==> src/rtl/instr_fetch_pkg.sv <==
// Shared definitions for the fetch stage; also imported by the PC and decode blocks.
package instr_fetch_pkg;

    localparam int FETCH_ADDR_W  = 36;
    localparam int FETCH_INSTR_W = 32;

    typedef enum logic [1:0] {
        IDLE  = 2'd0,
        REQ   = 2'd1,
        HOLD  = 2'd2,
        DRAIN = 2'd3
    } fetch_state_e;

endpackage

==> src/rtl/instr_fetch_if.sv <==
// Fetch-stage bus: PC block, instruction memory and decode-side signals.
//
// Handshakes:
//   memory : o_mem_req is held with a stable o_mem_addr until i_mem_ack is seen
//            high; i_mem_rdata is valid in the ack cycle. A started read is
//            always completed, never withdrawn (only reset drops it).
//   decode : an instruction moves on a rising edge where o_valid && i_ready;
//            o_instr/o_instr_pc stay stable while o_valid is high and not taken.
interface instr_fetch_if import instr_fetch_pkg::*; #(
    parameter int ADDR_W  = FETCH_ADDR_W,
    parameter int INSTR_W = FETCH_INSTR_W
) ();

    logic               i_en;
    logic [ADDR_W-1:0]  i_pc;
    logic               o_pc_advance;
    logic               i_redirect;
    logic               o_mem_req;
    logic [ADDR_W-1:0]  o_mem_addr;
    logic               i_mem_ack;
    logic [INSTR_W-1:0] i_mem_rdata;
    logic               o_valid;
    logic               i_ready;
    logic [INSTR_W-1:0] o_instr;
    logic [ADDR_W-1:0]  o_instr_pc;

    // The fetch stage itself.
    modport master (
        input  i_en, i_pc, i_redirect, i_mem_ack, i_mem_rdata, i_ready,
        output o_pc_advance, o_mem_req, o_mem_addr, o_valid, o_instr, o_instr_pc
    );

    // The surroundings: PC block, memory and decode.
    modport slave (
        output i_en, i_pc, i_redirect, i_mem_ack, i_mem_rdata, i_ready,
        input  o_pc_advance, o_mem_req, o_mem_addr, o_valid, o_instr, o_instr_pc
    );

endinterface

==> src/rtl/instr_fetch_buf.sv <==
// Single-entry instruction/PC buffer presented to decode with valid/ready.
module instr_fetch_buf import instr_fetch_pkg::*; #(
    parameter int ADDR_W  = FETCH_ADDR_W,
    parameter int INSTR_W = FETCH_INSTR_W
) (
    input  logic               i_clk,
    input  logic               i_rst_n,
    input  logic               i_load,
    input  logic [INSTR_W-1:0] i_load_instr,
    input  logic [ADDR_W-1:0]  i_load_pc,
    input  logic               i_ready,
    input  logic               i_flush,
    output logic               o_valid,
    output logic [INSTR_W-1:0] o_instr,
    output logic [ADDR_W-1:0]  o_instr_pc
);

    // Load only into an empty slot; empty it on a decode take or a flush.
    always_ff @(posedge i_clk or negedge i_rst_n) begin
        if (!i_rst_n) begin
            o_valid    <= 1'b0;
            o_instr    <= '0;
            o_instr_pc <= '0;
        end else if (i_load && !o_valid) begin
            o_valid    <= 1'b1;
            o_instr    <= i_load_instr;
            o_instr_pc <= i_load_pc;
        end else if (o_valid && (i_ready || i_flush)) begin
            o_valid <= 1'b0;
        end
    end

endmodule

==> src/rtl/instr_fetch.sv <==
// Fetch stage: request a word at the current PC, buffer it for decode,
// strobe the PC forward, and squash fetches made stale by a redirect.
module instr_fetch import instr_fetch_pkg::*; #(
    parameter int ADDR_W  = FETCH_ADDR_W,
    parameter int INSTR_W = FETCH_INSTR_W
) (
    input  logic          i_clk,
    input  logic          i_rst_n,
    instr_fetch_if.master bus,
    output fetch_state_e  o_dbg_state
);

    fetch_state_e      state;
    logic              mem_req_q;
    logic [ADDR_W-1:0] mem_addr_q;
    logic              take_ack;

    // A fetch is kept when its ack lands in REQ with no redirect alongside it.
    // The advance strobe is driven straight from this so the PC has already
    // stepped by the next edge, where a back-to-back REQ latches i_pc.
    assign take_ack = (state == REQ) && bus.i_mem_ack && !bus.i_redirect;

    // Fetch sequencing; o_mem_req/o_mem_addr are registered alongside the state.
    always_ff @(posedge i_clk or negedge i_rst_n) begin
        if (!i_rst_n) begin
            state      <= IDLE;
            mem_req_q  <= 1'b0;
            mem_addr_q <= '0;
        end else begin
            case (state)
                IDLE: begin
                    if (bus.i_en && !bus.i_redirect) begin
                        state      <= REQ;
                        mem_req_q  <= 1'b1;
                        mem_addr_q <= bus.i_pc;
                    end
                end
                REQ: begin
                    if (bus.i_mem_ack) begin
                        mem_req_q <= 1'b0;
                        state     <= bus.i_redirect ? IDLE : HOLD;
                    end else if (bus.i_redirect) begin
                        state <= DRAIN;
                    end
                end
                DRAIN: begin
                    if (bus.i_mem_ack) begin
                        mem_req_q <= 1'b0;
                        state     <= IDLE;
                    end
                end
                HOLD: begin
                    if (bus.i_redirect) begin
                        state <= IDLE;
                    end else if (bus.i_ready) begin
                        if (bus.i_en) begin
                            state      <= REQ;
                            mem_req_q  <= 1'b1;
                            mem_addr_q <= bus.i_pc;
                        end else begin
                            state <= IDLE;
                        end
                    end
                end
                default: begin
                    state     <= IDLE;
                    mem_req_q <= 1'b0;
                end
            endcase
        end
    end

    instr_fetch_buf #(
        .ADDR_W  (ADDR_W),
        .INSTR_W (INSTR_W)
    ) u_buf (
        .i_clk        (i_clk),
        .i_rst_n      (i_rst_n),
        .i_load       (take_ack),
        .i_load_instr (bus.i_mem_rdata),
        .i_load_pc    (mem_addr_q),
        .i_ready      (bus.i_ready),
        .i_flush      (bus.i_redirect),
        .o_valid      (bus.o_valid),
        .o_instr      (bus.o_instr),
        .o_instr_pc   (bus.o_instr_pc)
    );

    assign bus.o_mem_req    = mem_req_q;
    assign bus.o_mem_addr   = mem_addr_q;
    assign bus.o_pc_advance = take_ack;
    assign o_dbg_state      = state;

endmodule

==> src/flat_wrapper.sv <==
// flat-port wrapper written by rule: the top's interface ports become plain ports
module instr_fetch_flat import instr_fetch_pkg::*;
#(
    parameter int ADDR_W  = FETCH_ADDR_W,
    parameter int INSTR_W = FETCH_INSTR_W
)
  (i_clk, i_rst_n, o_dbg_state, bus_i_en, bus_i_pc, bus_i_redirect, bus_i_mem_ack, bus_i_mem_rdata, bus_i_ready, bus_o_pc_advance, bus_o_mem_req, bus_o_mem_addr, bus_o_valid, bus_o_instr, bus_o_instr_pc);
  instr_fetch_if #(.ADDR_W(ADDR_W), .INSTR_W(INSTR_W)) bus_i ();
  input  logic i_clk;
  input  logic i_rst_n;
  output fetch_state_e o_dbg_state;
  input wire logic [$bits(bus_i.i_en)-1:0] bus_i_en;
  input wire logic [$bits(bus_i.i_pc)-1:0] bus_i_pc;
  input wire logic [$bits(bus_i.i_redirect)-1:0] bus_i_redirect;
  input wire logic [$bits(bus_i.i_mem_ack)-1:0] bus_i_mem_ack;
  input wire logic [$bits(bus_i.i_mem_rdata)-1:0] bus_i_mem_rdata;
  input wire logic [$bits(bus_i.i_ready)-1:0] bus_i_ready;
  output wire logic [$bits(bus_i.o_pc_advance)-1:0] bus_o_pc_advance;
  output wire logic [$bits(bus_i.o_mem_req)-1:0] bus_o_mem_req;
  output wire logic [$bits(bus_i.o_mem_addr)-1:0] bus_o_mem_addr;
  output wire logic [$bits(bus_i.o_valid)-1:0] bus_o_valid;
  output wire logic [$bits(bus_i.o_instr)-1:0] bus_o_instr;
  output wire logic [$bits(bus_i.o_instr_pc)-1:0] bus_o_instr_pc;
  assign bus_i.i_en = bus_i_en;
  assign bus_i.i_pc = bus_i_pc;
  assign bus_i.i_redirect = bus_i_redirect;
  assign bus_i.i_mem_ack = bus_i_mem_ack;
  assign bus_i.i_mem_rdata = bus_i_mem_rdata;
  assign bus_i.i_ready = bus_i_ready;
  assign bus_o_pc_advance = bus_i.o_pc_advance;
  assign bus_o_mem_req = bus_i.o_mem_req;
  assign bus_o_mem_addr = bus_i.o_mem_addr;
  assign bus_o_valid = bus_i.o_valid;
  assign bus_o_instr = bus_i.o_instr;
  assign bus_o_instr_pc = bus_i.o_instr_pc;
  instr_fetch #(.ADDR_W(ADDR_W), .INSTR_W(INSTR_W)) u_core (.i_clk(i_clk), .i_rst_n(i_rst_n), .bus(bus_i), .o_dbg_state(o_dbg_state));
endmodule
==> config.mk <==
export PLATFORM = sky130hd
export DESIGN_NAME = instr_fetch_flat
export DESIGN_NICKNAME = d
export VERILOG_FILES = /design/src/rtl/instr_fetch_pkg.sv /design/src/rtl/instr_fetch_if.sv /design/src/rtl/instr_fetch_buf.sv /design/src/rtl/instr_fetch.sv /design/src/flat_wrapper.sv
export SDC_FILE = /design/constraint.sdc
export NUM_CORES = 1
export LEC_CHECK = 0
export BUFFER_PORTS_ARGS = -buffer_cell sky130_fd_sc_hd__buf_4
export CAP_MARGIN = 20
export CORE_MARGIN = 2
export CORE_UTILIZATION = 53
export CTS_BUF_LIST = sky130_fd_sc_hd__clkbuf_4 sky130_fd_sc_hd__clkbuf_8
export DETAILED_ROUTE_END_ITERATION = 16
export PLACE_DENSITY_LB_ADDON = 0.25
export SLEW_MARGIN = 5
export SYNTH_ARGS = -nofsm -noshare
export SYNTH_HDL_FRONTEND = slang
export SYNTH_HIERARCHICAL = 1
export SYNTH_SLANG_ARGS = --single-unit
==> constraint.sdc <==
create_clock -name i_clk -period 4.65 [get_ports i_clk]
set_input_delay 0.6975 -clock i_clk [delete_from_list [all_inputs] [get_ports i_clk]]
set_output_delay 0.6975 -clock i_clk [all_outputs]
set_load 0.02 [all_outputs]
==> Flow_metrics.wiki <==
{| class="wikitable"
! Metric !! Value
|-
| Worst Path Max Fanout || 36
|-
| Effective utilization at floorplan || 0.542
|-
| Die Width || slightly above 90 um
|-
| Clock-pin slew reported for the worst setup and hold paths after clock tree synthesis || about 0.090 ns
|-
| TritonCTS clock tree || done
|-
| Number of cells on the critical path || 5
|-
| CP peak stage delay || around 0.9 ns
|-
| GR Util met3 || 0.0651
|-
| Fin nets || roughly 500
|-
| Data required, critical path || between 4 and 5 ns
|-
| DRC violation total after the first TritonRoute iteration || 50
|-
| Path type of the worst setup path || reg2reg
|-
| Warnings, synthesis || 6
|-
| Wire length per cell || about 17 um
|-
| # setup viols final || 0
|-
| Total Die Area || ~8600 um2
|-
| Buffer cell driving the clock tree root || clkbuf_8
|-
| GR met2 Demand/Resource || 0.335
|-
| N_diodes || 0
|-
| Post-layout min period || between 2 and 3 ns
|-
| Total Power || 3.67 mW
|-
| Placed wire-length estimate after detailed placement || ~6400 um
|-
| Total global routing overflow || 0
|-
| Master of the slowest instance on the critical path || nor2b_4
|-
| Fraction of final layout cells sized beyond drive strength 1 || 0.719
|-
| First-pass iteration count of the detailed router || 3
|-
| Total number of clock tree sinks || around 110
|-
| Flops & latches, synth || 108
|-
| Wire length after detailed routing || roughly 8900 um
|-
| Average instance area after synthesis || about 17 um2
|-
| Arrival time reported for the critical path endpoint || approximately 2.8 ns
|-
| Skew-Pair Late Insertion Delay || 0.35 ns
|-
| Period utilisation layout || 0.543
|-
| Nature of the critical path startpoint || flop
|-
| Post-Syn Nets || ~310
|-
| Worst hold margin || 0.471 ns
|-
| Clock H-tree levels || 3
|-
| Layout overhead on the synthesized area || 39.0%
|-
| Resized cells post-CTS || 0
|-
| Maximum number of pins on one net before global-route repair || 77
|-
| RSZ-0062 raised after global routing || no
|-
| Maxcap violations || 0
|-
| Worst Skew || ~0.0075 ns
|-
| Leakage power summed over all cells || 2.87 nW
|-
| Ports placed on the boundary || between 150 and 200
|-
| Synth Flop Type || dfrtp_1
|-
| Cell family contributing the most delay on the critical path || simple AND/OR/NAND/NOR gates
|-
| Share of async-settable or async-resettable flops after synthesis || 1.00
|-
| Via count of the first global-routing pass || around 2700
|-
| Maximum root-to-sink buffer count || 2
|-
| GR peak layer || met2
|-
| Worst slew slack as a fraction of its limit || 0.328
|-
| DR vias/cell || between 4 and 5
|-
| Peak supply drop || ~360 uV
|-
| Buffers plus inverters on the worst setup path || 1
|-
| Synth unique cells || 15
|-
| Final TNS setup || 0 ns
|-
| Routability-driven placement congestion ratio || ~0.72
|-
| Highest Clock Rate || slightly below 0.4 GHz
|-
| Remaining number of nets flagged by the antenna check after routing || 0
|-
| Count of standard-cell rows || 32
|-
| Share of the synthesized area in the top cell type || 0.648
|-
| Yosys top cell by area || dfrtp_1
|-
| Floorplan die height || around 90 um
|-
| Result of the run || completed
|-
| Most common cell in the netlist || dfrtp_1
|-
| Antenna violations before repair || 0
|-
| Core area || 7690 um2
|-
| Worst setup EP type || flop
|-
| Cells on worst reg2reg path || 5
|-
| Final Slew Violations || 0
|-
| Share of synthesized area occupied by flip-flops and latches || 0.648
|-
| Ordered list of cells on the worst path || nand2_1 -> nor3_1 -> nor2b_4 -> buf_12 -> mux2_2
|-
| Port bufs || around 180
|-
| Power density relative to cell area || approximately 630 nW/um2
|-
| Met1 track utilization from global routing || 0.253
|-
| Gate count of the mapped netlist || 240
|-
| Routed via count || about 2600
|-
| Number of clock buffers inserted by TritonCTS || 9
|-
| Overall routing resource usage || 0.201
|-
| Main area contributors after synthesis || dfrtp_1 (65%), mux2_2 (21%), mux2_4 (9.7%)
|-
| Type of the most critical hold path || in2async
|-
| Number of enable-type register cells in the synthesized netlist || 0
|-
| DRC Markers || 0
|-
| First-pass GRT wire length || approximately 13000 um
|-
| Setup repair bufs after CTS || 0
|-
| Hold Violations, Final || 0
|-
| Cell area after synthesis || 4170 um2
|-
| Slew at the pin closest to its max-slew limit || approximately 1.0 ns
|-
| Hold Buf Count CTS || 0
|-
| Most common library cells after synthesis || dfrtp_1 (108), mux2_2 (78), mux2_4 (27), buf_2 (6), buf_6 (6)
|}
-- registers in the layout, indices dropped and copies added, names as in the netlist --
register                 count
u_core/bus.o_mem_req         1
u_core/bus.o_mem_addr       36
u_core/o_dbg_state           2
u_core/u_buf/o_instr        32
u_core/u_buf/o_valid         1
u_core/u_buf/o_instr_pc     36
-- cells in the final DEF (no fill, tap or decap), drive strengths merged --
master / n
clkinvlp: 1
clkbuf: 10
dfrtp: 108
clkinv: 2
a21o: 1
mux2: 105
o31ai: 1
bufinv: 1
buf: 185
nor2: 3
nand3: 1
a22o: 1
nand2b: 2
nor2b: 1
nor3: 1
nand2: 4
-- power by group --
group / leakage [nW] / switching [mW] / internal, mW
clock: 0.0942 / 0.285 / 0.258
combinational: 1.48 / 0.781 / 0.816
sequential: 1.29 / 0.226 / 1.31
-- routing by layer --
metal | vias up | routed length [um]
met5 | - | 0
met1 | 1314 | 3540
met4 | 0 | 70
met2 | 113 | 4440
met3 | 5 | 824
li1 | 1206 | -
-- cell families (layout without fill, tap and decap cells) --
| group | count (synthesis) | in the layout | share of synthesized area |
|---|---|---|---|
| AOI/OAI and AO/OA | 3 | 3 | 0.00570 |
| buffers and inverters | 12 | 199 | 0.0234 |
| DFF | 108 | 108 | 0.648 |
| muxes | 105 | 105 | 0.308 |
| and+or+nand+nor | 12 | 12 | 0.0150 |
-- worst reg2reg max path: cells and delay by family (launching register included) --
kind,cells,cell delay [ns]
buf+inv,1,0.33
mux,1,0.38
flops,1,0.46
simple gates,3,1.23
-- cell type report --
cell class / instances / area, um2
clock inverters: 4 / 51.3
multi-input cells: 120 / 1380
repair buffers: 185 / 1400
flip-flops and latches: 108 / 2700
clock buffers: 10 / 138
fillers: 498 / 1890
well taps: 102 / 128
-- worst paths after layout --
path / from / end / slack (ns)
max in group asynchronous: i_rst_n / u_core/bus.o_mem_addr[26] / 3.16
setup reg to reg: u_core/o_dbg_state[0] / u_core/u_buf/o_instr_pc[4] / 2.12
setup / recovery: u_core/o_dbg_state[0] / u_core/u_buf/o_instr_pc[4] / 2.12
hold reg to reg: u_core/bus.o_mem_req / u_core/bus.o_mem_req / 0.51
hold / removal: i_rst_n / u_core/bus.o_mem_addr[27] / 0.47
min in group i_clk: u_core/bus.o_mem_req / u_core/bus.o_mem_req / 0.51
-- metrics by stage --
step	setup slack, ns	instance area, um2	util	std cells
6_report	2.12	5800	0.754	529
5_1_grt	1.99	5800	0.754	529
4_1_cts	2.11	5800	0.754	529
3_5_place_dp	1.81	5610	0.730	515
3_3_place_gp	1.90	5610	0.730	515
2_1_floorplan	2.33	4170	-	240
No activity file was read; power rests on OpenSTA's default activity.
